`src/rtl/tisc_pkg.sv`:
```
// Shared widths and types for the TISC writeback path.
// Optional feature macro used by the writeback files: WB_BYPASS_EN.
package tisc_pkg;

  localparam int REG_ADDR_W = 4;
  localparam int DATA_W     = 8;
  localparam int NUM_REGS   = 8;
  localparam int LDQ_DEPTH  = 2;
  localparam int AGE_MAX    = 3;

  localparam int REG_IDX_W  = $clog2(NUM_REGS);
  localparam int CNT_W      = $clog2(LDQ_DEPTH + 1);
  localparam int PTR_W      = $clog2(LDQ_DEPTH);
  localparam int AGE_W      = $clog2(AGE_MAX + 1);

  typedef logic [REG_ADDR_W-1:0] reg_addr_t;
  typedef logic [DATA_W-1:0]     data_t;

  typedef struct packed {
    reg_addr_t addr;
    data_t     data;
  } wb_req_t;

  typedef enum logic [1:0] {
    SRC_NONE,
    SRC_ALU,
    SRC_LOAD
  } wb_src_t;

  // Register file only implements the lower NUM_REGS addresses.
  function automatic logic addr_in_range(input reg_addr_t addr);
    return int'(addr) < NUM_REGS;
  endfunction

endpackage

```
`src/rtl/writeback_unit_if.sv`:
```
// Handshake and register-file bundle between decode/execute/memory and the writeback unit.
// WB_BYPASS_EN adds the decode bypass read ports.
interface writeback_unit_if;
  import tisc_pkg::*;

  logic                 alu_valid;
  logic                 alu_ready;
  reg_addr_t            alu_addr;
  data_t                alu_data;
  logic                 ld_issue;
  reg_addr_t            ld_issue_addr;
  logic                 ld_valid;
  logic                 ld_ready;
  reg_addr_t            ld_addr;
  data_t                ld_data;
  logic                 wr_en;
  reg_addr_t            wr_addr;
  data_t                wr_data;
  logic [NUM_REGS-1:0]  pending;
  logic [CNT_W-1:0]     ldq_count;
`ifdef WB_BYPASS_EN
  reg_addr_t            byp_raddr_1;
  reg_addr_t            byp_raddr_2;
  logic                 byp_hit_1;
  logic                 byp_hit_2;
  data_t                byp_data_1;
  data_t                byp_data_2;
`endif

  modport master (
    output alu_valid, alu_addr, alu_data, ld_issue, ld_issue_addr,
           ld_valid, ld_addr, ld_data,
    input  alu_ready, ld_ready, wr_en, wr_addr, wr_data, pending, ldq_count
`ifdef WB_BYPASS_EN
    , output byp_raddr_1, byp_raddr_2,
    input  byp_hit_1, byp_hit_2, byp_data_1, byp_data_2
`endif
  );

  modport slave (
    input  alu_valid, alu_addr, alu_data, ld_issue, ld_issue_addr,
           ld_valid, ld_addr, ld_data,
    output alu_ready, ld_ready, wr_en, wr_addr, wr_data, pending, ldq_count
`ifdef WB_BYPASS_EN
    , input byp_raddr_1, byp_raddr_2,
    output byp_hit_1, byp_hit_2, byp_data_1, byp_data_2
`endif
  );

endinterface

```
`src/rtl/wb_load_queue.sv`:
```
// Two-entry FIFO for returning load data; head is presented combinationally.
// Simultaneous push and pop on a full queue is legal.
module wb_load_queue
  import tisc_pkg::*;
(
  input  logic             clk,
  input  logic             rst,
  input  logic             push,
  input  wb_req_t          push_req,
  input  logic             pop,
  output wb_req_t          head,
  output logic             head_valid,
  output logic [CNT_W-1:0] count
);

  wb_req_t          mem [LDQ_DEPTH];
  logic [PTR_W-1:0] rd_ptr;
  logic [PTR_W-1:0] wr_ptr;
  logic             do_push;
  logic             do_pop;

  assign head_valid = (count != '0);
  assign head       = mem[rd_ptr];
  assign do_pop     = pop && head_valid;
  assign do_push    = push && ((count != CNT_W'(LDQ_DEPTH)) || do_pop);

  function automatic logic [PTR_W-1:0] ptr_inc(input logic [PTR_W-1:0] p);
    return (p == PTR_W'(LDQ_DEPTH - 1)) ? '0 : p + 1'b1;
  endfunction

  // NOTE: storage is deliberately not reset; count/pointers define validity,
  // and a plain clocked array maps onto cheap register/RAM cells.
  always_ff @(posedge clk) begin
    if (do_push) mem[wr_ptr] <= push_req;
  end

  // NOTE: sequential state uses non-blocking assignments so every register
  // samples pre-edge values regardless of statement order.
  always_ff @(posedge clk or posedge rst) begin
    if (rst) begin
      rd_ptr <= '0;
      wr_ptr <= '0;
      count  <= '0;
    end else begin
      if (do_push) wr_ptr <= ptr_inc(wr_ptr);
      if (do_pop)  rd_ptr <= ptr_inc(rd_ptr);
      case ({do_push, do_pop})
        2'b10:   count <= count + 1'b1;
        2'b01:   count <= count - 1'b1;
        default: count <= count;
      endcase
    end
  end

endmodule

```
`src/rtl/writeback_unit.sv`:
```
// TISC writeback stage: ALU/load arbitration into the single register-file
// write port, pending-load scoreboard, load-age guard. Optional: WB_BYPASS_EN.
module writeback_unit
  import tisc_pkg::*;
(
  input logic             clk,
  input logic             rst,
  writeback_unit_if.slave wb
);

  wb_req_t             head;
  logic                head_valid;
  logic [CNT_W-1:0]    count;
  logic [AGE_W-1:0]    age;
  wb_src_t             src;
  wb_req_t             win_req;
  logic                force_ld;
  logic                pop;
  logic                push;
  logic                commit;
  logic [NUM_REGS-1:0] set_mask;
  logic [NUM_REGS-1:0] clr_mask;

  logic                wr_en_q;
  reg_addr_t           wr_addr_q;
  data_t               wr_data_q;
  logic [NUM_REGS-1:0] pending_q;

  wb_load_queue u_ldq (
    .clk        (clk),
    .rst        (rst),
    .push       (push),
    .push_req   ('{addr: wb.ld_addr, data: wb.ld_data}),
    .pop        (pop),
    .head       (head),
    .head_valid (head_valid),
    .count      (count)
  );

  // NOTE: every always_comb output gets a default first so no path can
  // leave a variable unassigned and infer a latch.
  always_comb begin
    src      = SRC_NONE;
    set_mask = '0;
    clr_mask = '0;
    force_ld = head_valid && ((count == CNT_W'(LDQ_DEPTH)) || (age == AGE_W'(AGE_MAX)));

    if (force_ld)          src = SRC_LOAD;
    else if (wb.alu_valid) src = SRC_ALU;
    else if (head_valid)   src = SRC_LOAD;

    pop     = (src == SRC_LOAD);
    win_req = (src == SRC_ALU) ? '{addr: wb.alu_addr, data: wb.alu_data} : head;
    // Out-of-range destinations are consumed but never reach the register file.
    commit  = (src != SRC_NONE) && addr_in_range(win_req.addr);

    if (wb.ld_issue && addr_in_range(wb.ld_issue_addr))
      set_mask[wb.ld_issue_addr[REG_IDX_W-1:0]] = 1'b1;
    if (pop && addr_in_range(head.addr))
      clr_mask[head.addr[REG_IDX_W-1:0]] = 1'b1;
  end

  // Handshakes are held low for the whole reset window.
  assign wb.alu_ready = !rst && !force_ld;
  assign wb.ld_ready  = !rst && ((count != CNT_W'(LDQ_DEPTH)) || pop);
  assign push         = wb.ld_valid && wb.ld_ready;

  always_ff @(posedge clk or posedge rst) begin
    if (rst) begin
      wr_en_q   <= 1'b0;
      wr_addr_q <= '0;
      wr_data_q <= '0;
      pending_q <= '0;
      age       <= '0;
    end else begin
      wr_en_q <= commit;
      if (commit) begin
        wr_addr_q <= win_req.addr;
        wr_data_q <= win_req.data;
      end
      // Set wins over clear when both hit the same register.
      pending_q <= (pending_q & ~clr_mask) | set_mask;
      if (!head_valid || pop)
        age <= '0;
      else if ((src == SRC_ALU) && (age != AGE_W'(AGE_MAX)))
        age <= age + 1'b1;
    end
  end

  assign wb.wr_en     = wr_en_q;
  assign wb.wr_addr   = wr_addr_q;
  assign wb.wr_data   = wr_data_q;
  assign wb.pending   = pending_q;
  assign wb.ldq_count = count;

`ifdef WB_BYPASS_EN
  assign wb.byp_hit_1  = wr_en_q && (wr_addr_q == wb.byp_raddr_1);
  assign wb.byp_hit_2  = wr_en_q && (wr_addr_q == wb.byp_raddr_2);
  assign wb.byp_data_1 = wr_data_q;
  assign wb.byp_data_2 = wr_data_q;
`endif

endmodule

```
`src/flat_wrapper.sv`:
```
// flat-port wrapper written by rule: the top's interface ports become plain ports
module writeback_unit_flat import tisc_pkg::*;
  (clk, rst, wb_alu_valid, wb_alu_addr, wb_alu_data, wb_ld_issue, wb_ld_issue_addr, wb_ld_valid, wb_ld_addr, wb_ld_data, wb_alu_ready, wb_ld_ready, wb_wr_en, wb_wr_addr, wb_wr_data, wb_pending, wb_ldq_count);
  writeback_unit_if wb_i ();
  input logic clk;
  input logic rst;
  input wire logic [$bits(wb_i.alu_valid)-1:0] wb_alu_valid;
  input wire logic [$bits(wb_i.alu_addr)-1:0] wb_alu_addr;
  input wire logic [$bits(wb_i.alu_data)-1:0] wb_alu_data;
  input wire logic [$bits(wb_i.ld_issue)-1:0] wb_ld_issue;
  input wire logic [$bits(wb_i.ld_issue_addr)-1:0] wb_ld_issue_addr;
  input wire logic [$bits(wb_i.ld_valid)-1:0] wb_ld_valid;
  input wire logic [$bits(wb_i.ld_addr)-1:0] wb_ld_addr;
  input wire logic [$bits(wb_i.ld_data)-1:0] wb_ld_data;
  output wire logic [$bits(wb_i.alu_ready)-1:0] wb_alu_ready;
  output wire logic [$bits(wb_i.ld_ready)-1:0] wb_ld_ready;
  output wire logic [$bits(wb_i.wr_en)-1:0] wb_wr_en;
  output wire logic [$bits(wb_i.wr_addr)-1:0] wb_wr_addr;
  output wire logic [$bits(wb_i.wr_data)-1:0] wb_wr_data;
  output wire logic [$bits(wb_i.pending)-1:0] wb_pending;
  output wire logic [$bits(wb_i.ldq_count)-1:0] wb_ldq_count;
  assign wb_i.alu_valid = wb_alu_valid;
  assign wb_i.alu_addr = wb_alu_addr;
  assign wb_i.alu_data = wb_alu_data;
  assign wb_i.ld_issue = wb_ld_issue;
  assign wb_i.ld_issue_addr = wb_ld_issue_addr;
  assign wb_i.ld_valid = wb_ld_valid;
  assign wb_i.ld_addr = wb_ld_addr;
  assign wb_i.ld_data = wb_ld_data;
  assign wb_alu_ready = wb_i.alu_ready;
  assign wb_ld_ready = wb_i.ld_ready;
  assign wb_wr_en = wb_i.wr_en;
  assign wb_wr_addr = wb_i.wr_addr;
  assign wb_wr_data = wb_i.wr_data;
  assign wb_pending = wb_i.pending;
  assign wb_ldq_count = wb_i.ldq_count;
  writeback_unit u_core (.clk(clk), .rst(rst), .wb(wb_i));
endmodule
```
`config.mk`:
```
export PLATFORM = sky130hd
export DESIGN_NAME = writeback_unit_flat
export DESIGN_NICKNAME = d
export VERILOG_FILES = /design/src/rtl/tisc_pkg.sv /design/src/rtl/writeback_unit_if.sv /design/src/rtl/wb_load_queue.sv /design/src/rtl/writeback_unit.sv /design/src/flat_wrapper.sv
export SDC_FILE = /design/constraint.sdc
export NUM_CORES = 1
export LEC_CHECK = 0
export ABC_CLOCK_PERIOD_IN_PS = 1800
export CORE_MARGIN = 5
export CORE_UTILIZATION = 43
export CTS_CLUSTER_SIZE = 8
export DETAILED_ROUTE_END_ITERATION = 8
export PLACE_DENSITY = 0.75
export SYNTH_ARGS = -nofsm -noshare
export SYNTH_HDL_FRONTEND = slang
export SYNTH_SLANG_ARGS = --single-unit
```
`constraint.sdc`:
```
create_clock -name clk -period 1.8 [get_ports clk]
set_input_delay 0.36 -clock clk [delete_from_list [all_inputs] [get_ports clk]]
set_output_delay 0.36 -clock clk [all_outputs]
set_load 0.01 [all_outputs]
```
== Word-level counts from Yosys, hierarchy flattened ==
Memory sizes are Yosys's and may differ from the RTL's.
Index checks and enable logic that the tools add are counted.

* $add $sub $neg: 5
* $lt $le $gt $ge: 7
* Equality and inequality tests: 8
* Mux-type cells: 17
* Bitwise gates (word level): 3
* Reduce and logical (&&, ||, !) cells: 23

{| class="wikitable"
|+ Operators with widths
! operator !! count
|-
| 2-to-1 mux 8 bit || 2
|-
| logical AND 1 bit || 12
|-
| less-than comparator 4 bit, second input constant || 3
|-
| 2-to-1 mux 12 bit || 1
|-
| 2-to-1 mux 2 bit || 5
|-
| bitwise AND 8 bit || 1
|-
| == test 2 bit, second input constant || 4
|-
| less-than comparator 3 x 4 -> 1 bit, second input constant || 2
|-
| NOT 8 bit || 1
|-
| bitwise OR 8 bit || 1
|-
| nonzero test 2 bit || 4
|-
| demux 1 bit (select 3 bit) || 2
|-
| >= comparator 3 x 1 -> 1 bit, second input constant || 2
|-
| 2-to-1 mux 1 bit || 6
|-
| adder 2 x 1 -> 2 bit, second input constant || 2
|-
| == test 2 x 1 -> 1 bit, second input constant || 2
|-
| logical OR 1 bit || 4
|-
| inequality test 2 bit, second input constant || 2
|-
| one-hot mux 2 bit (2 select lines) || 1
|-
| zero test 1 bit || 3
|-
| adder 1 bit, second input constant || 2
|-
| subtractor 2 x 1 -> 2 bit, second input constant || 1
|}

* Register bits after elaboration: 27
* Bits in writable memories: 24
* Bits of input ports: 33
* Output and inout bits: 25
* Memories kept: 1

{| class="wikitable"
|+ Memory list
! name !! depth !! bits a word !! read ports !! clocked after Yosys merged registers in !! write ports !! RTL line !! text
|-
| u_core.u_ldq.mem || 2 || 12 || 1 || 0 || 1 || wb_load_queue.sv:16 || <nowiki>wb_req_t mem [LDQ_DEPTH];</nowiki>
|}

== Longest topological paths before layout ==
Gate-level depths: netlist of run 1.

* Depth after elaboration: 11
* Depth in mapped cells: 8
* Gate-level depth less buffers: 7

== By module ==
From an unflattened synthesis of run 1, not the netlist that was laid out.

* Cells, all modules: 194
* Area total of the unflattened synthesis: 2,328.5 um2

{| class="wikitable"
|+ Modules (own cells, without submodules)
! module !! instances !! cells an instance !! area an instance (um2) !! seq. area each (um2)
|-
| writeback_unit || 1 || 133 || 1,246.2 || 575.6
|-
| wb_load_queue || 1 || 61 || 1,082.3 || 820.8
|}

== Least setup slack after synthesis of run 1 ==
No wires, ideal clock.

* Kind: register to register
* Start: reg u_core.u_ldq.count[0]
* End: reg u_core.wr_data_q[2], in the netlist u_core.wb.wr_data[2]
* Arrival: 1.545 ns
* Required time: 1.674 ns
* Setup slack: 0.129 ns
* Stages on the path, launching flop included: 7
* Path buffers: 2
* Period minus slack after synthesis: 1.671 ns
* Cells stage by stage: dfrtp_1 buf_6 mux2_4 o211ai_4 buf_6 nor2_1 a221o_1

* Word-level cells in the longest chain between the ends: 8
* Elaborated cells on any way between the ends: 12
* Classes of those cells: order compare (1); eq/ne (2); mux (4); reduce/logical (5)

{| class="wikitable"
|+ Ends and longest elaborated chain
! what !! RTL line !! text
|-
| start: declaration || wb_load_queue.sv:13 || <nowiki>output logic [CNT_W-1:0] count</nowiki>
|-
| start signal: assignment || wb_load_queue.sv:48 || <nowiki>2'b10: count <= count + 1'b1;</nowiki>
|-
| start signal: assignment || wb_load_queue.sv:49 || <nowiki>2'b01: count <= count - 1'b1;</nowiki>
|-
| start signal: assignment || wb_load_queue.sv:50 || <nowiki>default: count <= count;</nowiki>
|-
| nonzero test 2 bit / == test 2 bit (equally long branches) || wb_load_queue.sv:22, writeback_unit.sv:46 ||
|-
| 2-to-1 mux 2 bit / logical OR 1 bit (equally long branches) || writeback_unit.sv:50, writeback_unit.sv:46 ||
|-
| 2-to-1 mux 2 bit / logical AND 1 bit (equally long branches) || writeback_unit.sv:49, writeback_unit.sv:46 ||
|-
| 2-to-1 mux 2 bit (*) || writeback_unit.sv:48 || <nowiki>if (force_ld) src = SRC_LOAD;</nowiki>
|-
| == test 2 x 1 -> 1 bit || writeback_unit.sv:53 || <nowiki>win_req = (src == SRC_ALU) ? '{addr: wb.alu_addr, data: wb.alu_data} : head;</nowiki>
|-
| 2-to-1 mux 12 bit || writeback_unit.sv:53 ||
|-
| less-than comparator 4 bit || tisc_pkg.sv:32 || <nowiki>return int'(addr) < NUM_REGS;</nowiki>
|-
| logical AND 1 bit || writeback_unit.sv:55 || <nowiki>commit = (src != SRC_NONE) && addr_in_range(win_req.addr);</nowiki>
|-
| end signal: assignment || writeback_unit.sv:79 || <nowiki>wr_data_q <= win_req.data;</nowiki>
|-
| end: declaration || writeback_unit.sv:26 || <nowiki>data_t wr_data_q;</nowiki>
|}

Every way passes the cells marked *; elsewhere a longest branch is shown, timed or not.
A chain may end at the register's enable or synchronous reset.

== Final worst setup path of run 1 ==
* Start: reg u_core.age[0]
* End: reg u_core.wr_data_q[0], in the netlist u_core.wb.wr_data[0]

* Word-level cells in the longest chain between the ends: 8
* Elaborated cells on any way between the ends: 9
* Classes of those cells: order compare (1); eq/ne (2); mux (2); reduce/logical (4)

{| class="wikitable"
|+ Ends and longest elaborated chain
! what !! RTL line !! text
|-
| start: declaration || writeback_unit.sv:14 || <nowiki>logic [AGE_W-1:0] age;</nowiki>
|-
| start signal: assignment || writeback_unit.sv:86 || <nowiki>age <= age + 1'b1;</nowiki>
|-
| == test 2 bit (*) || writeback_unit.sv:46 || <nowiki>force_ld = head_valid && ((count == CNT_W'(LDQ_DEPTH)) || (age == AGE_W'(AGE_MAX)));</nowiki>
|-
| logical OR 1 bit (*) || writeback_unit.sv:46 ||
|-
| logical AND 1 bit (*) || writeback_unit.sv:46 ||
|-
| 2-to-1 mux 2 bit (*) || writeback_unit.sv:48 ||
|-
| == test 2 x 1 -> 1 bit || writeback_unit.sv:53 ||
|-
| 2-to-1 mux 12 bit || writeback_unit.sv:53 ||
|-
| less-than comparator 4 bit || tisc_pkg.sv:32 ||
|-
| logical AND 1 bit || writeback_unit.sv:55 ||
|}

Marked as above.

==> flow_summary_export.csv, run 1 <==
group,metric,value,unit
die,core_area,4750,sq um
timing,setup_tns,0,ps
synthesis,syn-num-nets,185,
worst_setup_path,path_delay_family,"flip-flops",
synthesis,yosysMostFrequentCell,"dfrtp_1",
final_layout,drive_gt1_share,15.9,%
synthesis,synth_common_cells,"dfrtp_1, edfxtp_1, nor2_1",
clock_network,worstSkewPairLatency,310,ps
die,rows,25,
clock_network,clk_pin_slew_worst_paths,90,ps
timing,rsz0062_at_grt,"yes",
die,ios,58,
detailed_routing,wl_per_cell,15.7,um
worst_setup_path,slowest_delay,400,ps
detailed_routing,ant_nets,0,
global_route,track_usage,15.3,%
power,p_leak,1.20,nW
worst_setup_path,arrival,1960,ps
final_layout,nets,261,
power,p_seq_share,39.7,%
synthesis,synth_flop_cell,"dfrtp_1",
timing,period_share,98.6,%
power,p_sw,1.43,mW
global_route,grt_max_degree,28,
final_layout,antenna_cells,0,
worst_setup_path,worst_ep_required_time,1980,ps
worst_setup_path,crit_buf_inv,2,
timing,layout_min_cycle_time,1770,ps
run_status,outcome,"completed",
detailed_routing,via_per_inst,5.05,
power,p_sw_share,32.1,%
timing,setup_viol,0,
clock_network,h-tree-depth,2,
min_path,hp-class,"input port to async pin",
power,ir_drop,0.726,mV
die,dieHeight,80.3,um
synthesis,synth_largest_area_cell,"edfxtp_1",
synthesis,yosys_warnings,0,
detailed_routing,drc,0,
power,internal_power,3.02,mW
timing,slew_headroom,76.3,%
clock_network,cts_buffers,5,
worst_setup_path,critPathKind,"flop to flop",
power,power_density,1490,nW/um^2
timing,tightest_slew,356,ps
clock_network,clk_path_buf_depth,2,
synthesis,synth_edf_count,24,
timing,slew_viol_final,0,
global_route,grt_pass1_wl,7.35,mm
worst_setup_path,cpMaxStageDelayCell,"dfrtp_1",
power,clock_power_share,15.5,%
timing,setup_slack,26.1,ps
synthesis,ys_seq_area_share,65.7,%
job,max_cap_violations,0,
placement,post-place-ws,-71.8,ps
synthesis,syn_inst,150,
synthesis,syn_avg_cell_area,14.2,sq um
die,initial_core_util,44.7,%
synthesis,ys_seq_elements,51,
timing,max_freq,0.564,GHz
synthesis,synth_top_area_share,33.9,%
clock_network,clockRootBuffer,"clkbuf_8",
worst_setup_path,critPathLaunchType,"flop",
timing,skew,9.14,ps
global_route,grt_pass1_vias,1531,
synthesis,async_flop_share,52.9,%
placement,place_congestion,0.813,
placement,port_buffers,57,
detailed_routing,drt_iter0_drc,93,
final_layout,syn2layout_area_growth,41.0,%
global_route,grt_overflow_total,0,
detailed_routing,dr.pass1.iters,4,
detailed_routing,vias,1485,
detailed_routing,wirelength,4.63,mm
die,die_area,6450,sq um
worst_setup_path,endpoint_kind,"flop",
power,p_comb_share,44.9,%
synthesis,synth_area,2120,sq um
worst_setup_path,crit_fanout,13,
placement,hpwl,3.45,mm
synthesis,synthTopCellsByArea,"edfxtp_1, dfrtp_1, a221o_1, mux2i_1, nor2_1",
clock_network,cts_tree,"built",
synthesis,yosysUniqueCellTypes,34,
timing,finalHoldViolCount,0,
global_route,grt_antenna_before_repair,0,
worst_setup_path,crit_chain,"ha_2, mux2_4, buf_6, nor3_4, nor2b_4, buf_12, a221o_1",
die,die_w,80.3,um
clock_network,cts_num_sinks,51,
==> timing repair <==
action	4_1_cts	5_1_grt
buffers inserted	1	3
hold buffers	0	0
gates resized for setup	8	1
pin swaps	2	1
setup endpoints to repair	13	14
==> path summary, 6_finish.rpt <==
path / startpoint / end / slack (ps) / cells after the start
min in group clk: u_core.wb.wr_addr[3] / u_core.wb.wr_addr[3] / 490 / 1
hold reg to reg: u_core.wb.wr_addr[3] / u_core.wb.wr_addr[3] / 490 / 1
setup reg to reg: u_core.age[0] / u_core.wb.wr_data[0] / 30 / 7
setup / recovery: u_core.age[0] / u_core.wb.wr_data[0] / 30 / 7
hold / removal: rst / u_core.wb.pending[4] / 480 / 3
max in group asynchronous: rst / u_core.wb.wr_data[0] / 1050 / 3
==> power groups by stage <==
stage / sequential (mW) / combinational, mW / clock (mW)
2_1_floorplan: 1.88 / 0.938 / 0
3_3_place_gp: 1.78 / 1.92 / 0
4_1_cts: 1.77 / 1.94 / 0.704
5_1_grt: 1.81 / 2.17 / 0.747
6_report: 1.77 / 2.00 / 0.688
3_5_place_dp: 1.79 / 1.97 / 0
==> cell type report <==
class,instances,area (sq um)
clock buffers,6,82.6
clock inverters,2,16.3
fillers,390,1760
inverters,6,22.5
multi-input cells,87,659
flip-flops and latches,51,1400
well taps,67,83.8
repair buffers,75,736
==> through the flow <==
| stage | cells | area (sq um) | utilization, % | hold WS, ps | total power [mW] |
|---|---|---|---|---|---|
| after floorplan | 150 | 2120 | - | 413 | 2.81 |
| after global placement | 283 | 2870 | 60.3 | 435 | 3.70 |
| after detailed placement | 283 | 2870 | 60.3 | 437 | 3.76 |
| after CTS | 291 | 2960 | 62.2 | 459 | 4.41 |
| after global routing | 294 | 3000 | 63.0 | 523 | 4.73 |
| final | 294 | 3000 | 63.0 | 484 | 4.45 |
==> layer usage <==
metal | share of wire (%) | GRT usage [%]
met4 | 2.7 | 7.60
met5 | 0 | 0
met1 | 38 | 17.0
met3 | 4.2 | 3.92
met2 | 55 | 26.9
==> tightest hold or removal path: stages <==
cell and delay, ps:
clkdlybuf4s50_1 450, inv_1 70, buf_4 330
==> placed cells by master (no fill, tap or decap), drive strengths merged, types with 2 or more instances in the layout <==
| cell type | n |
|---|---|
| clkdlybuf4s50 | 55 |
| dfrtp | 27 |
| edfxtp | 24 |
| buf | 19 |
| nor2 | 16 |
| a221o | 11 |
| o21ai | 10 |
| mux2i | 9 |
| inv | 6 |
| o31ai | 6 |
| clkbuf | 6 |
| nand2 | 5 |
| xnor2 | 3 |
| nand2b | 3 |
| o32a | 2 |
| and2 | 2 |
| xor2 | 2 |
| mux2 | 2 |
| nor3 | 2 |
| nor2b | 2 |
| ha | 2 |
==> sequential cells by signal, indices dropped and copies added (netlist names) <==
register / count
u_core.wb.pending: 8
u_core.wb.wr_data: 8
u_core.u_ldq.mem: 24
u_core.u_ldq.rd_ptr: 1
u_core.wb.wr_addr: 4
u_core.u_ldq.count: 2
u_core.u_ldq.wr_ptr: 1
u_core.wb.wr_en: 1
u_core.age: 2
==> cells by family after synthesis <==
family                   share of synthesized area [%]
adder cells (fa/ha/maj)                           1.18
flip-flops                                        65.7
buffers and inverters                             3.36
AO/OA/AOI/OAI                                     13.2
AND/OR/NAND/NOR                                   8.83
XOR/XNOR                                          2.06
multiplexers                                      5.65
Note: power is estimated with default switching activity, not from simulation.
==> inputs of run 2 (changes only) <==
Settings changed: GPL_TIMING_DRIVEN set to 1.
==> results of run 2 <==
The final DEF is identical to that of run 1; final timing and power are the same.
==> inputs of run 3 (changes only) <==
Settings changed: CTS_CLUSTER_SIZE 8 to unset.
==> results of run 3 <==
The final DEF is identical to that of run 1; final timing and power are the same.
